File: config.mk
export PLATFORM = sky130hd
export DESIGN_NAME = branch_resolve_bht
export DESIGN_NICKNAME = d
export VERILOG_FILES = /design/src/rtl/branch_resolve_bht.sv
export SDC_FILE = /design/constraint.sdc
export NUM_CORES = 1
export LEC_CHECK = 0
export BUFFER_PORTS_ARGS = -buffer_cell sky130_fd_sc_hd__buf_2
export CORE_MARGIN = 2
export CORE_UTILIZATION = 50
export CTS_CLUSTER_DIAMETER = 150
export DETAILED_ROUTE_END_ITERATION = 6
export GPL_TIMING_DRIVEN = 1
export HOLD_SLACK_MARGIN = 0.1
export PLACE_DENSITY = 0.73
export SYNTH_ARGS = -nofsm -noshare
export SYNTH_HDL_FRONTEND = slang
export SYNTH_SLANG_ARGS = --single-unit
File: constraint.sdc
create_clock -name clk_i -period 7.4 [get_ports clk_i]
set_input_delay 1.48 -clock clk_i [delete_from_list [all_inputs] [get_ports clk_i]]
set_output_delay 1.48 -clock clk_i [all_outputs]
set_load 0.02 [all_outputs]
File: src/rtl/branch_resolve_bht.sv
// EX-stage branch resolve (six RV conditions, target, mispredict) plus 2-bit saturating BHT and stat counters.
// Latency: results registered, valid one cycle after the resolve edge; pred_taken_o is a combinational table read.
// Backpressure: none; accepts one branch every cycle, flush_i kills the EX instruction in place.
module branch_resolve_bht #(
    parameter int          XLEN        = 32,
    parameter int          BHT_ENTRIES = 64,
    parameter logic [1:0]  CNT_INIT    = 2'b01,
    parameter int          STAT_W      = 32
) (
    input  logic              clk_i,
    input  logic              rst_i,
    input  logic [XLEN-1:0]   pred_pc_i,
    output logic              pred_taken_o,
    input  logic              valid_i,
    input  logic              is_branch_i,
    input  logic [2:0]        funct_i,
    input  logic [XLEN-1:0]   data1_i,
    input  logic [XLEN-1:0]   data2_i,
    input  logic [XLEN-1:0]   pc_i,
    input  logic [XLEN-1:0]   imm_i,
    input  logic              pred_taken_i,
    input  logic              flush_i,
    output logic              res_valid_o,
    output logic              taken_o,
    output logic              mispredict_o,
    output logic [XLEN-1:0]   redirect_pc_o,
    output logic              illegal_o,
    output logic [STAT_W-1:0] branch_cnt_o,
    output logic [STAT_W-1:0] mispred_cnt_o
);
    localparam int IDX_W = $clog2(BHT_ENTRIES);

    logic [1:0]       bht [BHT_ENTRIES];
    logic [IDX_W-1:0] pred_idx;
    logic [IDX_W-1:0] upd_idx;
    logic             fire;
    logic             legal;
    logic             cond;
    logic [XLEN-1:0]  target;
    logic [XLEN-1:0]  fallthrough;
    logic             unused_pred_pc;

    assign pred_idx       = pred_pc_i[IDX_W+1:2];
    assign upd_idx        = pc_i[IDX_W+1:2];
    assign pred_taken_o   = bht[pred_idx][1];
    assign unused_pred_pc = ^{pred_pc_i[XLEN-1:IDX_W+2], pred_pc_i[1:0]};

    assign fire        = valid_i & is_branch_i & ~flush_i;
    assign target      = pc_i + imm_i;
    assign fallthrough = pc_i + XLEN'(4);

    always_comb begin
        legal = 1'b1;
        cond  = 1'b0;
        case (funct_i)
            3'b000:  cond = (data1_i == data2_i);
            3'b001:  cond = (data1_i != data2_i);
            3'b100:  cond = ($signed(data1_i) <  $signed(data2_i));
            3'b101:  cond = ($signed(data1_i) >= $signed(data2_i));
            3'b110:  cond = (data1_i <  data2_i);
            3'b111:  cond = (data1_i >= data2_i);
            default: legal = 1'b0;
        endcase
    end

    always_ff @(posedge clk_i) begin
        if (rst_i) begin
            for (int i = 0; i < BHT_ENTRIES; i++) bht[i] <= CNT_INIT;
            res_valid_o   <= 1'b0;
            taken_o       <= 1'b0;
            mispredict_o  <= 1'b0;
            redirect_pc_o <= '0;
            illegal_o     <= 1'b0;
            branch_cnt_o  <= '0;
            mispred_cnt_o <= '0;
        end else begin
            res_valid_o   <= fire;
            taken_o       <= fire & legal & cond;
            mispredict_o  <= fire & legal & (cond != pred_taken_i);
            illegal_o     <= fire & ~legal;
            redirect_pc_o <= !fire ? '0 : ((legal & cond) ? target : fallthrough);

            if (fire && legal) begin
                if (cond && bht[upd_idx] != 2'b11)
                    bht[upd_idx] <= bht[upd_idx] + 2'b01;
                else if (!cond && bht[upd_idx] != 2'b00)
                    bht[upd_idx] <= bht[upd_idx] - 2'b01;
                if (branch_cnt_o != {STAT_W{1'b1}})
                    branch_cnt_o <= branch_cnt_o + 1'b1;
                if (cond != pred_taken_i && mispred_cnt_o != {STAT_W{1'b1}})
                    mispred_cnt_o <= mispred_cnt_o + 1'b1;
            end
        end
    end
endmodule

==> metrics.md, run 1 <==
| Metric | Value |
|---|---|
| Outcome | finished, final reports clean |
| DR vias | 12766 |
| NetSw | 0.000850 W |
| Row count | 62 |
| Synth Net Count | 1779 |
| Post-route ant nets | 0 |
| Setup CP Type | in -> reg |
| R2R setup slack | 3.51 ns |
| Startpoint types | input port |
| Synth area leaders | edfxtp_1 (27%), dfxtp_1 (14%), ha_1 (5.7%), mux4_2 (4.8%), nor2_1 (4.7%) |
| Critical path buffer and inverter count | 3 |
| Initial DRC count | 1125 |
| Clock tree sinks | 228 |
| Pins Over Slew Limit | 0 |
| FF-to-FF path depth | 10 |
| Clk root buf | clkbuf_16 |
| Leading area contributor after synthesis | edfxtp_1 |
| Pwr per Cell Area | 187 nW/um^2 |
| Gr ovfl total | 0 |
| Core box area | 28600 um^2 |
| RSZ-0062 raised after global routing | false |
| Crit-path cells | buf_2 > inv_1 > a221oi_1 > o21ai_0 > a211oi_1 > nand4_1 > a21oi_1 > o21ai_0 > a21boi_4 > buf_4 > nand3_1 |
| Layout Skew | 0.0163 ns |
| Post-synth EDFFs | 128 |
| Clock power frac | 0.410 |
| Pint | 0.00229 W |
| Syn Inst Count | 1543 |
| Total Wirelength | 40300 um |
| Bufs on Longest Clock Path | 3 |
| Dpl hpwl | 28100 um |
| Routed vias/inst | 5.95 |
| Drt first pass iters | 5 |
| Top-count cell post-synth | nor2_1 |
| CTS tree | yes |
| Setup tns final | 0 ns |
| Peak per-stage delay on the critical path | 0.76 ns |
| Core Util, Final | 0.588 |
| Worst setup EP type | register |
| Min-delay worst type | reg -> reg |
| Worst path arrival time | 5.81 ns |
| Fraction of layout cells with a size suffix above 1 | 0.218 |
| Nets | 1976 |
| Synth Register Bits | 228 |
| Met2 wire len | 19000 um |
| Die height | 174 um |
| Worst path top cell family by delay | compound AO/OA/AOI/OAI gates |
| Post_cts resized | 0 |
| TritonCTS Buffers | 26 |
| Leak | 6.45 nW |
| # IOs | 270 |
| Max cap viols | 0 |
| Critical R2R Launch | bht[36][1] |
| Clk slew on worst S/H paths | 0.07 ns |
| Achievable Freq | 179 MHz |
| Post-Syn Area | 14500 um^2 |
| Crit path max fanout | 41 |
| First-pass GRT wire length | 64600 um |
| Top_reg_cell synth | edfxtp_1 |
| Initial antenna violation count | 1 |
| Area Overhead vs Synth | 16.1% |
| DR top layer | met4 |
| Minimum clock period | 5.58 ns |
| Die footprint | 30400 um^2 |
| # port buffers | 243 |
| Crit path top cell by count | o21ai_0 |
| Placer's final routability congestion estimate | 0.877 |
| H-tree depth | 1 |
| Met3 wire len | 3410 um |
| Slowest CP cell | a21boi_4 |
| Number of global-route vias before repair | 12458 |
| Sequential share of power | 0.434 |
| Mean area per synthesized cell | 9.39 um^2 |
| Final Hold Vio Count | 0 |
| Comb power frac | 0.157 |
| RR Endpoint | bht[13][0] |
| Initial Util | 0.506 |
| Hold path startpoint | branch_cnt_o[17] |
| Pin count of the biggest net entering global routing | 109 |
| Clock latency on the worst-skew pair | 0.54 ns |
| Async SR Flop Fraction | 0 |
| Seq/Total Area, Yosys | 0.403 |
| Hold Path Sink | branch_cnt_o[17] |
| Setup violators final | 0 |
| Max IR drop VDD | 154 uV |
| Fin crit share | 0.754 |
| Netlist cell types | 80 |
| Hold buffer count at cts | 0 |
| Gr usage total | 0.261 |
| WHS Path Cells | 2 |
| Most frequent cells after synthesis | nor2_1 (180), nand2_1 (162), edfxtp_1 (128) |
| Setup Fix Bufs, Post-CTS | 0 |
| Chip Width | 174 um |
| Switching part of the total | 0.271 |
| DRC | 0 |
| Met1 Wirelength | 16600 um |
| Slew headroom | 0.227 |
| CP Data Required Time | 7.63 ns |
| Yosys warnings | 0 |
| WL/cell | 18.8 um |
| Worst Tran Pin Value | 1.15 ns |
| Post-synth top area share | 0.265 |
==> tightest hold or removal path, cell delays in order (launching register included) <==
cell     delay [ns]
dfxtp_1        0.33
o21ai_0        0.08
a21oi_1        0.06
==> through the flow <==
step	area [um^2]	total power (W)	hold slack, ns	worst slack [ns]	std cells
5_1_grt	16800	0.00325	0.536	1.62	2142
4_1_cts	16800	0.00315	0.513	2.02	2142
2_1_floorplan	14500	0.00172	0.566	1.96	1543
3_3_place_gp	16000	0.00187	0.482	1.46	2096
3_5_place_dp	16000	0.00188	0.496	1.47	2096
6_report	16800	0.00314	0.513	1.82	2144
==> per-layer routing <==
layer  track usage  vias up
met5             0        -
met4        0.0830        0
met3        0.0514       85
met2         0.430      529
met1         0.348     6104
li1              -     6048
==> worst max path at each step <==
stage / from / endpoint / slack, ns / depth (start not counted)
2_1_floorplan: pred_pc_i[2] / pred_taken_o / 1.96 / 5
3_3_place_gp: pc_i[2] / bht[9][0] / 1.46 / 11
3_5_place_dp: pc_i[4] / bht[13][0] / 1.47 / 11
4_1_cts: pc_i[2] / bht[29][0] / 2.02 / 10
5_1_grt: pc_i[4] / bht[57][0] / 1.62 / 11
6_report: pc_i[4] / bht[13][0] / 1.82 / 11
==> area by class of cell <==
type	instances	area [um^2]
Clock buffer	31	733
Antenna cell	2	5.00
Fill cell	2487	11800
Multi-Input combinational cell	1167	8060
Sequential cell	228	5850
Clock inverter	15	115
Timing Repair Buffer	265	1400
Inverter	52	195
Tap cell	384	480
==> power groups by stage <==
stage	Sequential [W]	Combinational (W)	Clock [W]
after detailed placement	0.00139	0.000484	0
final	0.00136	0.000492	0.00129
after global placement	0.00139	0.000477	0
after global routing	0.00136	0.000541	0.00135
after CTS	0.00136	0.000487	0.00130
after floorplan	0.00139	0.000329	0
==> flip-flops by register name (all words and copies together), names as in the netlist <==
name	flops
mispred_cnt_o	32
taken_o	1
res_valid_o	1
redirect_pc_o	32
mispredict_o	1
branch_cnt_o	32
illegal_o	1
bht	128
==> cell usage in the layout (no fill, tap or decap), drive strengths merged, types with 8 or more instances in the layout <==
master  Yosys  final
o21a        8      8
nand2     162    162
nor3       19     19
o211ai     13     13
mux2       39     39
and2       10     10
nor2      181    181
mux4       31     31
clkbuf     59     31
xor2       35     35
buf        37    265
nand2b     13     13
and3       22     22
and4       10     10
edfxtp    128    128
xnor2      43     43
nand3     103    103
a21boi      9      9
o21ai      34     34
dfxtp     100    100
clkinv      0      9
nor4       10     10
nor2b      34     34
inv        52     55
a21o       22     22
a211oi     26     26
a22oi      12     12
mux2i      12     12
nand4      23     23
a221oi     17     17
or3         8      8
o21bai     66     66
ha         66     66
a21oi      73     73
==> kinds of logic after synthesis <==
| kind of cell | Yosys count | share of synthesized area |
|---|---|---|
| and+or+nand+nor | 614 | 0.202 |
| xor gates and xnor gates | 78 | 0.0471 |
| DFF | 228 | 0.403 |
| buffers and inverters | 148 | 0.0433 |
| muxes | 82 | 0.0868 |
| AOI/OAI and AO/OA | 326 | 0.159 |
| adders and majority gates | 67 | 0.0584 |
(Power assumes the default switching activity.)
==> inputs of run 2 (changes only) <==
--- a/config.mk
+++ b/config.mk
@@ -12,7 +12,7 @@
 export DETAILED_ROUTE_END_ITERATION = 6
 export GPL_TIMING_DRIVEN = 1
 export HOLD_SLACK_MARGIN = 0.1
-export PLACE_DENSITY = 0.73
+export PLACE_DENSITY = 0.76
 export SYNTH_ARGS = -nofsm -noshare
 export SYNTH_HDL_FRONTEND = slang
 export SYNTH_SLANG_ARGS = --single-unit
==> constraint.sdc (replaced) <==
create_clock -name clk_i -period 4.7 [get_ports clk_i]
set_input_delay 0.94 -clock clk_i [delete_from_list [all_inputs] [get_ports clk_i]]
set_output_delay 0.94 -clock clk_i [all_outputs]
set_load 0.02 [all_outputs]
==> metrics.md, run 2 (synthesized netlist as in run 1, its figures left out) <==
| Metric | Value |
|---|---|
| Pwr per Cell Area | 300 nW/um^2 (+61%) |
| Leak | 6.58 nW (+2.0%) |
| Pins Over Slew Limit | 0 (unchanged) |
| Met2 Usage GRT | 0.434 (+0.00364) |
| Most frequent cells in the layout | buf_2 (242), nor2_1 (179), nand2_1 (162), edfxtp_1 (128), nand3_1 (103) |
| DR vias | 13028 (+2.1%) |
| Clk slew on worst S/H paths | 0.06 ns (about the same) |
| Initial DRC count | 1318 (+17%) |
| Hold buffer count at cts | 0 (unchanged) |
| TritonCTS Buffers | 26 (unchanged) |
| Drt first pass iters | 6 (+1) |
| Core box area | 28600 um^2 (unchanged) |
| Fillers | 2362 (-5.0%) |
| Bufs on Longest Clock Path | 3 (unchanged) |
| Clock latency on the worst-skew pair | 0.54 ns (about the same) |
| Pin count of the biggest net entering global routing | 83 (-24%) |
| Most common cell after layout, fill and taps aside | buf_2 |
| Slew headroom | 0.299 (+0.0714) |
| Worst path arrival time | 3.16 ns (-2.65 ns) |
| CTS tree | yes |
| GR Layer Usage met3 | 0.0514 (unchanged) |
| Die footprint | 30400 um^2 (unchanged) |
| Clk root buf | clkbuf_16 |
| Initial antenna violation count | 3 (+2) |
| First-pass GRT wire length | 64900 um (+0.46%) |
| Area Overhead vs Synth | 17.8% |
| Setup Fix Bufs, Post-CTS | 0 (unchanged) |
| Max cap viols | 0 (unchanged) |
| # port buffers | 243 (unchanged) |
| Number of global-route vias before repair | 12761 (+2.4%) |
| Register Area | 5850 um^2 (unchanged) |
| Startpoint types | input port |
| Gr usage total | 0.260 (-0.00147) |
| Fraction of layout cells with a size suffix above 1 | 0.226 (+0.00723) |
| Die height | 174 um (unchanged) |
| Setup CP Type | in -> out |
| Max IR drop VDD | 267 uV (+73%) |
| Outcome | finished, final reports clean |
| Post_cts resized | 0 (unchanged) |
| WL/cell | 18.7 um (-0.48%) |
| Setup tns final | 0 ns (unchanged) |
| Biggest register | bht |
| Min-delay worst type | reg -> reg |
| Fin crit share | 0.872 |
| Core Util, Final | 0.596 (+0.00844) |
| Nets | 1993 (+0.86%) |
| CP Data Required Time | 3.76 ns (-3.87 ns) |
| Post-route ant nets | 0 (unchanged) |
| Worst setup EP type | output port |
| Setup violators final | 0 (unchanged) |
| Achievable Freq | 244 MHz |
| Clock tree sinks | 228 (unchanged) |
| Total Wirelength | 40500 um (+0.45%) |
| Placer's final routability congestion estimate | 0.904 (+3.1%) |
| Final total power | 0.00513 W (+63%) |
| H-tree depth | 1 (unchanged) |
| Row count | 62 (unchanged) |
| Routed vias/inst | 6.02 (+1.1%) |
| Worst Tran Pin Value | 1.05 ns (-0.106 ns) |
| Layout Skew | 0.0256 ns (+0.00937 ns) |
| Gr ovfl total | 0 (unchanged) |
| Initial Util | 0.506 (unchanged) |
| Minimum clock period | 4.10 ns |
| RSZ-0062 raised after global routing | false |
| DRC | 0 (unchanged) |
| Max reg flops | 128 (unchanged) |
| # IOs | 270 (unchanged) |
| Multi-input gate area | 8060 um^2 (unchanged) |
| Dpl hpwl | 28500 um (+1.2%) |
| Crit path max fanout | 9 (-78%) |
| M1 GR Usage | 0.341 (-0.00653) |
| Chip Width | 174 um (unchanged) |
| Gr busiest metal | met2 |
| Final Hold Vio Count | 0 (unchanged) |
## run 2: cell count changes in the layout (fill, tap and decap cells not counted)
cell        before  now
inv_4            2    0
clkbuf_8         0    2
bufinv_16        1    5
clkinv_1         3    2
clkbuf_16       29   27
buf_12           1    4
buf_4           22   36
inv_6            1    0
clkbuf_1         2    5
clkinv_4         2    0
clkinvlp_4       2    3
diode_2          2    3
## run 2: worst max-delay path, cell delays in order
cell,delay [ns]
buf_2,0.34
buf_12,0.20
mux4_2,0.50
mux4_2,0.53
mux4_2,0.46
buf_2,0.17
## run 2: cell type report
| class | instances | area share |
|---|---|---|
| flip-flops and latches | 228 | 0.342 |
| clock inverters | 14 | 0.0117 |
| diodes | 3 | 0.000440 |
| inverters | 52 | 0.0114 |
| well taps | 384 | 0.0281 |
| clock buffers | 34 | 0.0423 |
| multi-input cells | 1167 | 0.472 |
| repair buffers | 282 | 0.0915 |
## run 2: metrics by stage
stage / cells / worst slack (ns) / instance area, um^2 / hold WS, ns
CTS: 2161 / 0.592 / 17100 / 0.503
detailed placement: 2113 / 0.313 / 16100 / 0.491
global placement: 2113 / 0.362 / 16100 / 0.476
floorplan: 1543 / 0.339 / 14500 / 0.566
global route: 2162 / 0.540 / 17100 / 0.513
finish: 2164 / 0.602 / 17100 / 0.498
## run 2: power breakdown
part | total, W | internal, W | switching (W)
Clock | 0.00219 | 0.00135 | 0.000834
Sequential | 0.00215 | 0.00213 | 0.0000167
Combinational | 0.000794 | 0.000322 | 0.000472
## run 2: path summary, 6_finish.rpt
check / from / to / slack, ns / cells after the start
min: branch_cnt_o[7] / branch_cnt_o[7] / 0.50 / 2
max reg2reg: bht[35][1] / bht[22][1] / 1.36 / 10
max: pred_pc_i[2] / pred_taken_o / 0.60 / 6
min reg2reg: branch_cnt_o[7] / branch_cnt_o[7] / 0.50 / 2
## run 2: metal layers
layer / up-vias / share of wire
met5: - / 0
met4: 0 / 0.032
met3: 109 / 0.094
met2: 615 / 0.47
met1: 6205 / 0.40
li1: 6099 / -
